==> src/rtl/div_pkg.sv <==
// Shared types and constants for the divider issue stage.
package div_pkg;

  typedef enum logic [1:0] {
    IDLE,
    ISSUE,
    WAIT,
    HOLD
  } seq_state_t;

  // All-ones quotient substituted on divide-by-zero; sliced to the operand width by users.
  localparam logic [63:0] DEN_ZERO_COC = '1;

endpackage

==> src/rtl/divisor_fifo.sv <==
// Synchronous FIFO of operand pairs with async clear; PROF must be a power of two.
module divisor_fifo #(
  parameter int unsigned W    = 64,
  parameter int unsigned PROF = 4
) (
  input  logic                  CLK,
  input  logic                  RSTa,
  input  logic                  push,
  input  logic [W-1:0]          wdata,
  input  logic                  pop,
  output logic [W-1:0]          rdata,
  output logic                  full,
  output logic                  empty,
  output logic [$clog2(PROF):0] count
);

  localparam int unsigned AW = $clog2(PROF);
  localparam int unsigned CW = AW + 1;

  logic [W-1:0]  mem_q [PROF];
  logic [AW-1:0] wptr_q, wptr_d, rptr_q, rptr_d;
  logic [CW-1:0] count_q, count_d;
  logic          do_push, do_pop;

  assign full    = (count_q == CW'(PROF));
  assign empty   = (count_q == '0);
  assign count   = count_q;
  assign rdata   = mem_q[rptr_q];
  assign do_push = push && !full;
  assign do_pop  = pop && !empty;

  // Pointer and occupancy next state; pointers wrap naturally modulo PROF.
  always_comb begin
    wptr_d  = wptr_q;
    rptr_d  = rptr_q;
    count_d = count_q;
    if (do_push) wptr_d = wptr_q + 1'b1;
    if (do_pop)  rptr_d = rptr_q + 1'b1;
    if (do_push && !do_pop)      count_d = count_q + 1'b1;
    else if (!do_push && do_pop) count_d = count_q - 1'b1;
  end

  // Pointer and occupancy registers; reset empties the FIFO.
  always_ff @(posedge CLK or negedge RSTa) begin
    if (!RSTa) begin
      wptr_q  <= '0;
      rptr_q  <= '0;
      count_q <= '0;
    end else begin
      wptr_q  <= wptr_d;
      rptr_q  <= rptr_d;
      count_q <= count_d;
    end
  end

  // Storage needs no reset: entries are only read once written.
  always_ff @(posedge CLK) begin
    if (do_push) mem_q[wptr_q] <= wdata;
  end

endmodule

==> src/rtl/divisor_secuenciador.sv <==
// Issue stage for the sequential signed divider: queues operand pairs, runs one division at a time,
// substitutes divide-by-zero results and aborts a divider that never reports done.
module divisor_secuenciador
  import div_pkg::*;
#(
  parameter int unsigned tamanyo = 32,
  parameter int unsigned PROF    = 4,
  parameter int unsigned TIMEOUT = 64
) (
  input  logic               CLK,
  input  logic               RSTa,
  input  logic               in_valid,
  output logic               in_ready,
  input  logic [tamanyo-1:0] in_num,
  input  logic [tamanyo-1:0] in_den,
  output logic               div_start,
  output logic [tamanyo-1:0] div_num,
  output logic [tamanyo-1:0] div_den,
  input  logic [tamanyo-1:0] div_coc,
  input  logic [tamanyo-1:0] div_res,
  input  logic               div_done,
  output logic               out_valid,
  input  logic               out_ready,
  output logic [tamanyo-1:0] out_coc,
  output logic [tamanyo-1:0] out_res,
  output logic               out_dbz,
  output logic               out_tmo,
  output logic               busy
);

  localparam int unsigned CntW = $clog2(TIMEOUT) + 1;
  localparam int unsigned FW   = $clog2(PROF) + 1;

  seq_state_t           state_q, state_d;
  logic [CntW-1:0]      cnt_q, cnt_d;
  logic [tamanyo-1:0]   num_q, num_d, den_q, den_d;
  logic [tamanyo-1:0]   coc_q, coc_d, res_q, res_d;
  logic                 dbz_q, dbz_d, tmo_q, tmo_d;
  logic                 fifo_full, fifo_empty, fifo_pop;
  logic [FW-1:0]        fifo_count;
  logic [2*tamanyo-1:0] fifo_head;
  logic [tamanyo-1:0]   head_num, head_den;

  divisor_fifo #(
    .W    (2 * tamanyo),
    .PROF (PROF)
  ) u_fifo (
    .CLK   (CLK),
    .RSTa  (RSTa),
    .push  (in_valid),
    .wdata ({in_num, in_den}),
    .pop   (fifo_pop),
    .rdata (fifo_head),
    .full  (fifo_full),
    .empty (fifo_empty),
    .count (fifo_count)
  );

  assign {head_num, head_den} = fifo_head;

  assign in_ready  = !fifo_full;
  assign div_start = (state_q == ISSUE);
  assign out_valid = (state_q == HOLD);
  assign div_num   = num_q;
  assign div_den   = den_q;
  assign out_coc   = coc_q;
  assign out_res   = res_q;
  assign out_dbz   = dbz_q;
  assign out_tmo   = tmo_q;
  assign busy      = (state_q != IDLE) || (fifo_count != '0);

  // Sequencer next state: pop, issue, wait for done or timeout, hold the result for the consumer.
  always_comb begin
    state_d  = state_q;
    cnt_d    = cnt_q;
    num_d    = num_q;
    den_d    = den_q;
    coc_d    = coc_q;
    res_d    = res_q;
    dbz_d    = dbz_q;
    tmo_d    = tmo_q;
    fifo_pop = 1'b0;
    unique case (state_q)
      IDLE: begin
        if (!fifo_empty) begin
          fifo_pop = 1'b1;
          num_d    = head_num;
          den_d    = head_den;
          if (head_den == '0) begin
            coc_d   = DEN_ZERO_COC[tamanyo-1:0];
            res_d   = head_num;
            dbz_d   = 1'b1;
            tmo_d   = 1'b0;
            state_d = HOLD;
          end else begin
            state_d = ISSUE;
          end
        end
      end
      ISSUE: begin
        cnt_d   = '0;
        state_d = WAIT;
      end
      WAIT: begin
        if (div_done) begin
          coc_d   = div_coc;
          res_d   = div_res;
          dbz_d   = 1'b0;
          tmo_d   = 1'b0;
          state_d = HOLD;
        end else begin
          cnt_d = cnt_q + 1'b1;
          // Abort lands exactly TIMEOUT cycles after the start pulse.
          if (cnt_d == CntW'(TIMEOUT - 1)) begin
            coc_d   = '0;
            res_d   = '0;
            dbz_d   = 1'b0;
            tmo_d   = 1'b1;
            state_d = HOLD;
          end
        end
      end
      HOLD: begin
        if (out_ready) begin
          dbz_d   = 1'b0;
          tmo_d   = 1'b0;
          state_d = IDLE;
        end
      end
      default: state_d = IDLE;
    endcase
  end

  // State, counter, operand and result registers; reset drops any in-flight work.
  always_ff @(posedge CLK or negedge RSTa) begin
    if (!RSTa) begin
      state_q <= IDLE;
      cnt_q   <= '0;
      num_q   <= '0;
      den_q   <= '0;
      coc_q   <= '0;
      res_q   <= '0;
      dbz_q   <= 1'b0;
      tmo_q   <= 1'b0;
    end else begin
      state_q <= state_d;
      cnt_q   <= cnt_d;
      num_q   <= num_d;
      den_q   <= den_d;
      coc_q   <= coc_d;
      res_q   <= res_d;
      dbz_q   <= dbz_d;
      tmo_q   <= tmo_d;
    end
  end

endmodule

==> config.mk <==
export PLATFORM = sky130hd
export DESIGN_NAME = divisor_secuenciador
export DESIGN_NICKNAME = d
export VERILOG_FILES = /design/src/rtl/div_pkg.sv /design/src/rtl/divisor_fifo.sv /design/src/rtl/divisor_secuenciador.sv
export SDC_FILE = /design/constraint.sdc
export NUM_CORES = 1
export LEC_CHECK = 0
export CAP_MARGIN = 20
export CORE_AREA = 2 2 182 184
export CTS_BUF_LIST = sky130_fd_sc_hd__clkbuf_2
export CTS_CLUSTER_SIZE = 12
export DETAILED_ROUTE_END_ITERATION = 8
export DIE_AREA = 0 0 184 186
export GPL_TIMING_DRIVEN = 0
export PLACE_DENSITY = 0.85
export SYNTH_ARGS = -nofsm -noshare
export SYNTH_HDL_FRONTEND = slang
export SYNTH_HIERARCHICAL = 1
export SYNTH_SLANG_ARGS = --single-unit
==> constraint.sdc <==
create_clock -name CLK -period 2.7 [get_ports CLK]
set_input_delay 0.54 -clock CLK [delete_from_list [all_inputs] [get_ports CLK]]
set_output_delay 0.54 -clock CLK [all_outputs]
set_load 0.1 [all_outputs]
==> impl_metrics.yaml, run 1 <==
sta:
  setup_ws_ps: -541
  relSlewSlack_pct: 36.4
  tightest_slew_ps: 957
  rsz0062_at_grt: "true"
  finalSetupTns_ps: -27760
  whs_ps: 207
  fmax_ghz: 0.309
  setup_viol: 67
  min_period_ps: 3240
  slew_viol_final: 0
  finClkSkew_ps: 103
  hold_violations: 0
  fin_crit_sh_pct: 120
floorplanning:
  die_area_um2: 34200
  die_w_um: 184
  initial_core_util_pct: 49.7
  die_h_um: 186
  io-pin-count: 267
  num_rows: 66
  core_region_area_um2: 32200
placement:
  postPlaceCellArea_um2: 19400
  place.gp.congestion: 0.812
  dp_hpwl_um: 25000
  numPortBuffers: 266
  dp_slack_ps: -893
synth:
  synth_top_area_share_pct: 48.0
  muxShareOfSynthArea_pct: 12.2
  yosys_warnings: 6
  synth_edf_count: 256
  syn_nets: 1176
  synth_area_leaders: "edfxtp_1, dfrtp_1, mux4_2"
  dominantRegCellSynth: "edfxtp_1"
  ys_seq_area_share_pct: 70.9
  syn_inst: 1031
  synth-seq-cells: 402
  synth_top_family_by_area: "multiplexers"
  synth-xor-area-share_pct: 0.602
  synth-simple-area-share_pct: 6.78
  synth.avg_cell_area_um2: 15.5
  synth_compound_area_share_pct: 5.50
  yosysUniqueCellTypes: 46
  syn_area_um2: 16000
  synth_adder_area_share_pct: 0.985
  yosysTopAreaCell: "edfxtp_1"
  async_reset_ff_share_pct: 36.3
layout:
  layout_commonest_cell: "edfxtp_1"
  area_delta_synth_final_pct: 31.3
  drive_above_1_share_pct: 32.1
  fin_nets: 1573
  fillers: 2228
  final_cell_mix: "edfxtp_1, nand2_1, clkbuf_2"
  fin_area_um2: 21000
global_routing:
  grtUsageTotal_pct: 22.3
  grt_pass1_vias: 10500
  grt_max_degree: 83
  antenna_found_initial: 6
  grt_pass1_wl_um: 57700
  grt-ovfl-total: 0
critical_path:
  path_buf_inv: 4
  end_kind: "register"
  cpPeakStageDelay_ps: 540
  crit_type: "reg -> reg"
  cp_max_fo: 10
  critical_path_arrival_ps: 4030
  path_common_cell: "buf_12"
  cp_top_family: "simple AND/OR/NAND/NOR gates"
  reg2reg_from: "u_fifo/rptr_q[0]$_DFFE_PN0P_"
  path_cells: "buf_12, buf_12, buf_8, mux4_2, nor4_4, nand4_1, or2_4, a2bb2oi_4, nand2b_4, buf_12, mux2_4"
  cp-start-kind: "register"
  critical_path.startpoint: "u_fifo/rptr_q[0]$_DFFE_PN0P_"
  cp_slowest_cell: "mux4_2"
  cp_data_required_time_ps: 3480
routing:
  num_vias: 10100
  finalWirelength_um: 38200
  via_per_inst: 5.26
  drtIter0Drc: 719
  first_pass_iters: 5
  ant_nets: 0
  wl_per_cell_um: 19.8
  route.detailed.drc: 0
cts:
  clkSlewWorstSetupHoldPaths_ps: 110
  clock_sinks: 402
  numCtsBuffers: 96
  clk_path_buf_depth: 3
  tritoncts: "built"
  clkLatencyLatePin_ps: 960
  root_buffer: "clkbuf_2"
  cts-htree-levels: 3
run_status:
  status: "finished, violations left"
  violations: "setup timing"
job:
  drv_cap: 0
worst_hold_path:
  min_path_type: "in -> async"
## routing by layer
metal  up-vias  GRT usage, %  part of all wire [%]
li1       4648             -                     -
met1      5094          28.0                    41
met2       332          38.3                    51
met3        53          5.46                   6.3
met4         2          7.14                   1.9
met5         -             0                 0.034
## cells by family after synthesis
kind of cell / count (synthesis)
AOI/OAI and AO/OA: 149
xor gates and xnor gates: 11
adders and majority gates: 12
buffers and inverters: 102
DFF: 402
muxes: 99
and+or+nand+nor: 256
## area by class of cell
class	count	area, µm²	area share (%)
multi-input combinational	527	4390	20.9
clock inverter	39	244	1.16
clock buffer	142	711	3.38
sequential	402	11300	54.0
inverter	44	180	0.857
buffer	57	449	2.14
timing repair buffer	300	3170	15.1
antenna	6	15.0	0.0714
tap	408	510	2.43
## synth_stat cells (3+ instances only)
master,number
edfxtp_1,256
xnor2_1,8
a21o_1,32
buf_6,6
nor2b_1,5
nand4_1,3
and2_1,6
mux2_4,30
nor2_1,7
nand3_1,4
o31ai_1,3
dfrtp_1,146
nor4_1,8
buf_12,3
mux2_2,4
xor2_1,3
inv_1,43
nand2_1,203
a21oi_1,37
buf_1,3
nor3_1,4
buf_2,8
nand2b_1,6
ha_1,11
o21ai_0,68
clkbuf_1,36
mux4_2,64
## metrics by stage
step / util (%) / instances
after floorplan: - / 1031
after global placement: 59.8 / 1705
after detailed placement: 60.2 / 1710
after CTS: 64.6 / 1907
after global routing: 65.2 / 1923
final: 65.3 / 1925
## registers in the layout (all words and copies together), names as in the netlist
name           count
u_fifo/rptr_q      2
div_num           32
div_den           32
out_res           32
u_fifo/count       3
state_q            2
cnt_q              7
out_tmo            1
out_dbz            1
u_fifo/mem_q     256
u_fifo/wptr_q      2
out_coc           32
## repair_timing
| item | in CTS | in global routing |
|---|---|---|
| resized for setup | 445 | 43 |
| hold buffers | 1 | 0 |
| setup buffers | 15 | 12 |
| pin swaps | 9 | 8 |
| hold endpoints to repair | 64 | 0 |
| cloned | 1 | 0 |
| setup endpoints to repair | 238 | 88 |
## path summary, 6_finish.rpt
kind                                                 end  slack (ps)  cells past startpoint
max                              out_res[28]$_DFFE_PN0P_        -540                     11
min                               state_q[1]$_DFFE_PN0P_         210                      2
max reg2reg                      out_res[28]$_DFFE_PN0P_        -540                     11
min reg2reg                       out_coc[2]$_DFFE_PN0P_         480                      1
max in group asynchronous         div_den[6]$_DFFE_PN0P_        1610                      3
min in group CLK           u_fifo/mem_q[1][49]$_DFFE_PP_         210                      1
Power of run 1 is not shown: default switching activity piles up to over one toggle a cycle in this logic, so the estimate is an artifact.
==> inputs of run 2 (changes only) <==
--- a/config.mk
+++ b/config.mk
@@ -13,6 +13,8 @@
 export DIE_AREA = 0 0 184 186
 export GPL_TIMING_DRIVEN = 0
 export PLACE_DENSITY = 0.85
+export REMOVE_ABC_BUFFERS = 1
+export SLEW_MARGIN = 20
 export SYNTH_ARGS = -nofsm -noshare
 export SYNTH_HDL_FRONTEND = slang
 export SYNTH_HIERARCHICAL = 1
==> run 2 against run 1 <==
  * The run still ends with setup timing left
  * Via count is 0.16% higher
  * Cell area is 0.12% higher
  * Utilization increased by 0.082 points
  * Global-route usage is 0.69 points higher
  * Worst setup slack lost 60 ps
  * First-iteration DRC count fell by 0.14%
  * Critical endpoint is now out_res[21]$_DFFE_PN0P_
==> impl_metrics.yaml, run 2 (synthesized netlist as in run 1, its figures left out) <==
run_status:
  status: "finished, violations left"
  violations: "setup timing"
sta:
  relSlewSlack_pct: 35.5
  finClkSkew_ps: 100
  setup_ws_ps: -602
  min_period_ps: 3300
  fin_crit_sh_pct: 122
  rsz0062_at_grt: "true"
  fmax_ghz: 0.303
  slew_viol_final: 0
  finalSetupTns_ps: -36730
  tightest_slew_ps: 971
  hold_violations: 0
  setup_viol: 67
routing:
  wl_per_cell_um: 21.3
  ant_nets: 0
  route.detailed.drc: 0
  drtIter0Drc: 718
  num_vias: 10100
  finalWirelength_um: 40400
  via_per_inst: 5.35
  first_pass_iters: 5
worst_hold_path:
  min_path_type: "in -> async"
layout:
  final_cell_mix: "edfxtp_1, nand2_1, clkbuf_2"
  top_register: "u_fifo/mem_q"
  largest_reg_flops: 256
  fin_nets: 1549
  stdcell_count: 1897
  multi_input_area_um2: 4470
  regArea_um2: 11300
  area_delta_synth_final_pct: 31.5
  drive_above_1_share_pct: 33.8
  layout_commonest_cell: "edfxtp_1"
  fillers: 2252
cts:
  clk_path_buf_depth: 3
  clkLatencyLatePin_ps: 940
  root_buffer: "clkbuf_2"
  clock_sinks: 402
  clkSlewWorstSetupHoldPaths_ps: 120
  tritoncts: "built"
  numCtsBuffers: 99
  cts-htree-levels: 3
floorplanning:
  die_area_um2: 34200
  die_h_um: 186
  initial_core_util_pct: 49.7
  io-pin-count: 267
  num_rows: 66
  die_w_um: 184
  core_region_area_um2: 32200
critical_path:
  path_buf_inv: 4
  end_kind: "register"
  cp_top_family: "simple AND/OR/NAND/NOR gates"
  cp_max_fo: 8
  path_cells: "buf_16, buf_16, mux4_2, nor4_4, nand4_1, buf_6, or2_4, a2bb2oi_4, nand2b_4, clkbuf_16, mux2_4"
  cp_slowest_cell: "mux4_2"
  cp-start-kind: "register"
  cpPeakStageDelay_ps: 560
  path_common_cell: "buf_16"
  crit_type: "reg -> reg"
  cp_data_required_time_ps: 3460
  critical_path_arrival_ps: 4060
global_routing:
  grtUsageTotal_pct: 23.0
  grt_pass1_wl_um: 58900
  grt-ovfl-total: 0
  antenna_found_initial: 3
  grt_pass1_vias: 10700
  grt_max_degree: 88
placement:
  numPortBuffers: 266
  placed_cells: 1660
  place.gp.congestion: 0.786
  dp_hpwl_um: 23300
job:
  drv_cap: 0
-- run 2: changes by cell type in the layout (fill, tap and decap cells not counted), moves of 3 or more --
cell / change
buf_1: -3
clkbuf_1: -27
buf_16: +5
clkdlybuf4s15_1: +7
diode_2: -3
buf_12: -5
clkdlybuf4s15_2: -10
clkbuf_2: +21
buf_6: +3
clkinv_1: -19
o21bai_4: +3
buf_2: -4
-- run 2: routing by layer --
metal  routed length, µm  GRT usage, %
met4                 786          7.84
met1               15600          27.7
met3                3250          6.87
met5                  13             0
met2               20700          39.7
-- run 2: timing repair --
action,4_1_cts,5_1_grt
endpoints found under the hold margin,94,0
gates resized for setup,417,36
gates cloned,7,6
endpoints found under the setup margin,206,79
buffers inserted,18,22
hold buffers,1,0
pin swaps,36,11
-- run 2: final timing paths --
check                      slack, ps                          from                           end  cells after the start
setup reg to reg                -600  u_fifo/rptr_q[0]$_DFFE_PN0P_       out_res[21]$_DFFE_PN0P_                     11
setup / recovery                -600  u_fifo/rptr_q[0]$_DFFE_PN0P_       out_res[21]$_DFFE_PN0P_                     11
max in group asynchronous       1630                          RSTa  u_fifo/rptr_q[0]$_DFFE_PN0P_                      3
min in group CLK                 240                     in_den[7]  u_fifo/mem_q[0][7]$_DFFE_PP_                      1
hold / removal                   180                          RSTa       out_res[11]$_DFFE_PN0P_                      2
hold reg to reg                  480       out_coc[23]$_DFFE_PN0P_       out_coc[23]$_DFFE_PN0P_                      1
-- run 2: area by class of cell --
type / count / area share, %
Antenna cell: 3 / 0.0357
Clock buffer: 165 / 3.92
Sequential cell: 402 / 53.9
Inverter: 44 / 0.856
Tap cell: 408 / 2.43
Timing Repair inverter: 1 / 0.0416
Multi-Input combinational cell: 532 / 21.2
Timing Repair Buffer: 324 / 16.9
Clock inverter: 18 / 0.606
-- run 2: stage by stage --
stage / setup slack, ps / utilization (%) / cell area, µm² / hold WS, ps
global placement: -6960 / 58.5 / 18800 / 457
finish: -602 / 65.3 / 21000 / 175
global route: -661 / 65.3 / 21000 / 129
CTS: -532 / 64.5 / 20800 / 95.7
floorplan: -3940 / - / 15700 / 244
detailed placement: -1690 / 59.7 / 19200 / 462
Power of run 2 is left out for the same reason.
==> variant 1: new RTL, flow settings as in run 1 <==
Re-encode `seq_state_t` (4 states) as one-hot, 4 bits wide.
--- a/src/rtl/div_pkg.sv
+++ b/src/rtl/div_pkg.sv
@@ -1,11 +1,11 @@
 // Shared types and constants for the divider issue stage.
 package div_pkg;
 
-  typedef enum logic [1:0] {
-    IDLE,
-    ISSUE,
-    WAIT,
-    HOLD
+  typedef enum logic [3:0] {
+    IDLE  = 4'b0001,
+    ISSUE = 4'b0010,
+    WAIT  = 4'b0100,
+    HOLD  = 4'b1000
   } seq_state_t;
 
   // All-ones quotient substituted on divide-by-zero; sliced to the operand width by users.
Function: no difference found for any inputs over 4 cycles, from zero or initial values and one cycle with RSTa low; so few cycles prove little.
==> variant 1 against run 1 <==
The run still ends with negative setup slack left; sequential cell count up 2; routed wire length up 1.8%; worst setup slack better by 0.055 ns; largest cell class unchanged; design area is 1.7% higher; critical path depth increased by 2; count of clock-buffer cells in the layout grew 6; highest routed layer is now met4; first-iteration DRC count fell by 16%; synthesized area unchanged.
Power is not shown: default switching activity piles up to over one toggle a cycle in this logic, so the estimate is an artifact.
==> variant 1: results (changes against run 1) <==
Critical path:
- The depth of the most critical reg-to-reg path is 13 (+2).
- The worst register-to-register path ends at out_res[25]$_DFFE_PN0P_.
- The maximum fanout encountered on the critical timing path is 6 (-4).
- The largest stage delay on the critical path is 0.51 ns (-0.03 ns).
- The data arrival time of the critical path came to 3.99 ns (-0.04 ns).

Timing:
- The final number of setup-violating endpoints is 66 (-1.5%).
- The total negative slack for setup checks is -26.05 ns (+1.71 ns).
- The final critical-path setup slack is -0.486 ns (+0.0551 ns).

Layout:
- The number of antenna repair diodes came to 4 (-2).
- The non-filler instance count after layout came to 1825 (-5.2%).
- The post-layout instance area came to 0.0214 sq mm (+1.7%).
- The number of nets in the layout was 1470 (-6.5%).
- The non-clock inverter count in the final layout is 40 (-9.1%).
- The filler cell count was 2152 (-3.4%).
- The area of the multi-input gates is 0.00438 sq mm (-0.40%).

Clock network:
- The clock latency of the later-clocked register in the worst-skew pair is 0.93 ns (-0.03 ns).
- The number of CTS-inserted buffers is 100 (+4.2%).
- The number of buffers added for setup after CTS came to 26 (+11).
- The post-cts gate resize count is 486 (+9.2%).

Drt:
- The met1 wire length came to 15.5 mm (-0.57%).
- The final routed wire length divided by cell count is 21.3 um (+7.4%).
- The number of vias after detailed routing came to 9713 (-4.1%).
- The met2 routed wirelength was 19.8 mm (+1.6%).
- The met3 routed wirelength was 2.82 mm (+18%).

Synth:
- The synthesized netlist net count is 1055 (-10%).
- The commonest cells after synthesis are edfxtp_1 (256), dfrtp_1 (147), mux2_2 (81).
- The adder and majority gate portion of the synthesized area is 0.00672 (-0.00313).
- The share of the synthesized area in compound gates (AO/OA/AOI/OAI) was 0.0281 (-0.0269).
- Yosys attributes the largest share of cell area to edfxtp_1 (48%), dfrtp_1 (23%), mux4_2 (9.0%).

Place:
- The placement-stage cell area is 0.0193 sq mm (-0.31%).
- The placed cell count is 1593 (-6.8%).
- The sum of net half-perimeters after detailed placement is 25.0 mm (+0.26%).

Status:
- The run finished, with violations left.
- The checks that failed: negative setup slack.

GRT:
- The number of global-route vias before repair came to 10500 (-0.52%).
- The maximum number of pins on one net before global-route repair came to 76 (-8.4%).
variant 1: how the worst max path moves through the flow:
stage                                             from                       to  slack [ns]
final                     u_fifo/rptr_q[0]$_DFFE_PN0P_  out_res[25]$_DFFE_PN0P_       -0.49
after global routing      u_fifo/rptr_q[0]$_DFFE_PN0P_  out_res[25]$_DFFE_PN0P_       -0.53
after CTS                 u_fifo/rptr_q[0]$_DFFE_PN0P_  out_res[27]$_DFFE_PN0P_       -0.45
after detailed placement  u_fifo/rptr_q[0]$_DFFE_PN0P_  out_res[29]$_DFFE_PN0P_       -0.97
after global placement                            RSTa   div_den[0]$_DFFE_PN0P_       -5.34
after floorplan           u_fifo/rptr_q[0]$_DFFE_PN0P_  out_res[14]$_DFFE_PN0P_       -0.03
variant 1: routing by layer:
layer / GRT usage / vias up
met4: 0.0838 / 0
met1: 0.283 / 4926
met5: 0 / -
met2: 0.398 / 383
li1: - / 4358
met3: 0.0601 / 46
==> variant 2: new RTL, flow settings as in run 1 <==
Made on the original files. `PROF` is set to 4 in 2 places; all go to 2.
--- a/src/rtl/divisor_fifo.sv
+++ b/src/rtl/divisor_fifo.sv
@@ -1,7 +1,7 @@
 // Synchronous FIFO of operand pairs with async clear; PROF must be a power of two.
 module divisor_fifo #(
   parameter int unsigned W    = 64,
-  parameter int unsigned PROF = 4
+  parameter int unsigned PROF = 2
 ) (
   input  logic                  CLK,
   input  logic                  RSTa,
--- a/src/rtl/divisor_secuenciador.sv
+++ b/src/rtl/divisor_secuenciador.sv
@@ -4,7 +4,7 @@
   import div_pkg::*;
 #(
   parameter int unsigned tamanyo = 32,
-  parameter int unsigned PROF    = 4,
+  parameter int unsigned PROF    = 2,
   parameter int unsigned TIMEOUT = 64
 ) (
   input  logic               CLK,
Formal check against the unedited RTL: not equivalent (a bounded check fails within 4 cycles, from zero or initial values and one cycle with RSTa low).
==> variant 2 against run 1 <==
The run still ends with negative setup slack left; first-iteration DRC count decreased by 51%; die area unchanged; synthesized cell count decreased by 15%; design area decreased by 26%; sequential cell count decreased by 131; sequential share of layout area decreased by 6.3 points; synthesized area decreased by 29%; worst setup slack improved by 0.27 ns; critical path depth unchanged; routed wire length decreased by 17%; cell count decreased by 12%; critical path type unchanged.
Power is not shown: default switching activity piles up to over one toggle a cycle in this logic, so the estimate is an artifact.
==> variant 2: results (changes against run 1) <==
Status:
- The flow ran to the end, but the final reports show violations.
- The final reports fail on negative setup slack.

GRT:
- The global-route met2 utilization is 0.310 (-0.0729).
- The number of global-route vias before repair is 8756 (-17%).
- The global-route total usage across every layer is 0.183 (-0.0404).
- The initial antenna violation count is 5 (-1).
- The remaining global-route overflow is 0 (unchanged).
- The fraction of met1 tracks used by global routing came to 0.206 (-0.0745).
- The met3 usage was 0.0509 (-0.00372).
- The maximum number of pins on one net before global-route repair is 84 (+1.2%).
- The wire length of the first global-routing pass is 47.3 mm (-18%).

Synth:
- Ranked by total cell area, the synthesized netlist is headed by edfxtp_1 (34%), dfrtp_1 (31%), mux2_4 (11%).
- The synthesized netlist net count was 1019 (-13%).
- The post-synthesis cell type count is 43 (-6.5%).
- The number of enable flip-flop cells after synthesis is 128 (-50%).
- The fraction of the yosys area taken by sequential cells is 0.653 (-0.0561).
- After synthesis, the most frequently instantiated cells are nand2_1 (203), dfrtp_1 (143), edfxtp_1 (128).
- The proportion of register bits with asynchronous set or reset after synthesis came to 0.528 (+0.164).
- The most used flip-flop cell after synthesis is dfrtp_1.

Clock network:
- The maximum level of the CTS H-tree is 3 (unchanged).
- The number of CTS-inserted buffers is 73 (-24%).
- The clock latency of the later-clocked register in the worst-skew pair came to 0.85 ns (-0.11 ns).

Drt:
- The highest layer touched by signal routing is met5.
- The met2 routed wirelength is 15.9 mm (-19%).
- The total length of routed wires is 31.5 mm (-17%).
- The met1 wire length was 12.1 mm (-22%).
- The violation count after the first detailed-route iteration is 353 (-51%).
- The met3 routed wirelength is 2.06 mm (-14%).
- The number of vias after detailed routing is 8214 (-19%).
- The final routed wire length divided by cell count came to 18.5 um (-6.6%).

Timing:
- The final number of setup-violating endpoints is 67 (unchanged).
- The setup clock skew after layout is 0.114 ns (+0.0109 ns).
- The final-report max-slew violation count is 0 (unchanged).
- The transition time of the tightest slew-check pin came to 1.04 ns (+0.0782 ns).
- The final critical-path setup slack is -0.276 ns (+0.266 ns).

Layout:
- The filler cell count is 2836 (+27%).
- The share of final-layout standard cells stronger than drive strength 1 is 0.269 (-0.0518).
- The number of nets in the layout was 1375 (-13%).
- The flip-flop count of the largest register after layout is 128 (-50%).

Critical path:
- The critical-path cell with the highest stage delay is dfrtp_1.
- The maximum fanout encountered on the critical timing path is 10 (unchanged).
- The data arrival time of the critical path is 3.64 ns (-0.39 ns).
- The largest stage delay on the critical path is 0.42 ns (-0.12 ns).
- The depth of the most critical reg-to-reg path is 11 (unchanged).

Min path:
- The worst hold path belongs to the class primary input to asynchronous set/reset pin.

Place:
- The pre-CTS worst setup slack is -0.997 ns (-0.104 ns).
- The sum of net half-perimeters after detailed placement is 22.4 mm (-10%).
- The global placer's final weighted congestion is 0.826 (+1.7%).
[variant 2: cell count changes after synthesis, moves of 3 or more]
cell and change:
edfxtp_1 -128, mux4_2 -64, mux2_4 +50, mux2_2 +12
buf_2 -6, and2_1 -4, ha_1 -4, clkbuf_1 -3
dfrtp_1 -3
[variant 2: repair_timing]
| item | CTS | global route |
|---|---|---|
| cloned | 3 | 1 |
| pin swaps | 5 | 0 |
| endpoints found under the hold margin | 60 | 0 |
| resized for setup | 310 | 72 |
| setup buffers | 8 | 2 |
| endpoints found under the setup margin | 216 | 127 |
| hold buffers | 1 | 0 |
[variant 2: worst register-to-register path: cells and delay by family, from the launching register on]
| family | cells | cell delay [ns] |
|---|---|---|
| multiplexers | 2 | 0.61 |
| flip-flops | 1 | 0.42 |
| AO/OA/AOI/OAI | 1 | 0.16 |
| buffers and inverters | 4 | 0.69 |
| AND/OR/NAND/NOR | 4 | 1.01 |
[variant 2: per-stage QoR]
step	cell area, sq um	utilization	hold slack, ns	cells	setup TNS [ns]
detailed placement	14700	0.455	0.465	1557	-61.24
finish	15600	0.483	0.275	1703	-13.12
floorplan	11400	-	0.244	879	0
global placement	14600	0.452	0.458	1553	-854.20
CTS	15600	0.485	0.140	1695	-14.10
global route	15500	0.483	0.130	1700	-20.84
[variant 2: path summary, 6_finish.rpt]
| check | slack (ns) | to | startpoint |
|---|---|---|---|
| setup / recovery | -0.28 | out_res[1]$_DFFE_PN0P_ | u_fifo/rptr_q$_DFFE_PN0P_ |
| hold / removal | 0.28 | div_num[13]$_DFFE_PN0P_ | RSTa |
| setup reg to reg | -0.28 | out_res[1]$_DFFE_PN0P_ | u_fifo/rptr_q$_DFFE_PN0P_ |
| hold reg to reg | 0.48 | out_coc[23]$_DFFE_PN0P_ | out_coc[23]$_DFFE_PN0P_ |
| max in group asynchronous | 1.47 | u_fifo/wptr_q$_DFFE_PN0P_ | RSTa |
| min in group CLK | 0.28 | u_fifo/mem_q[0][53]$_DFFE_PP_ | in_num[21] |
[variant 2: cell type report]
type                    instances  area [sq um]  area share
inverters                      42           160      0.0103
repair buffers                285          2780       0.179
diodes                          6          15.0    0.000965
clock inverters                22           140     0.00901
well taps                     408           510      0.0328
plain buffers                  46           345      0.0222
clock buffers                 107           536      0.0344
flip-flops and latches        271          7420       0.477
multi-input cells             516          3640       0.234
[variant 2: cells by family after synthesis]
group	after synthesis	synth area share
compound gates	150	0.0779
buf+inv	92	0.0395
flops	271	0.653
simple gates	252	0.0922
xor+xnor	10	0.00770
mux	97	0.122
fa+ha+maj	7	0.00770
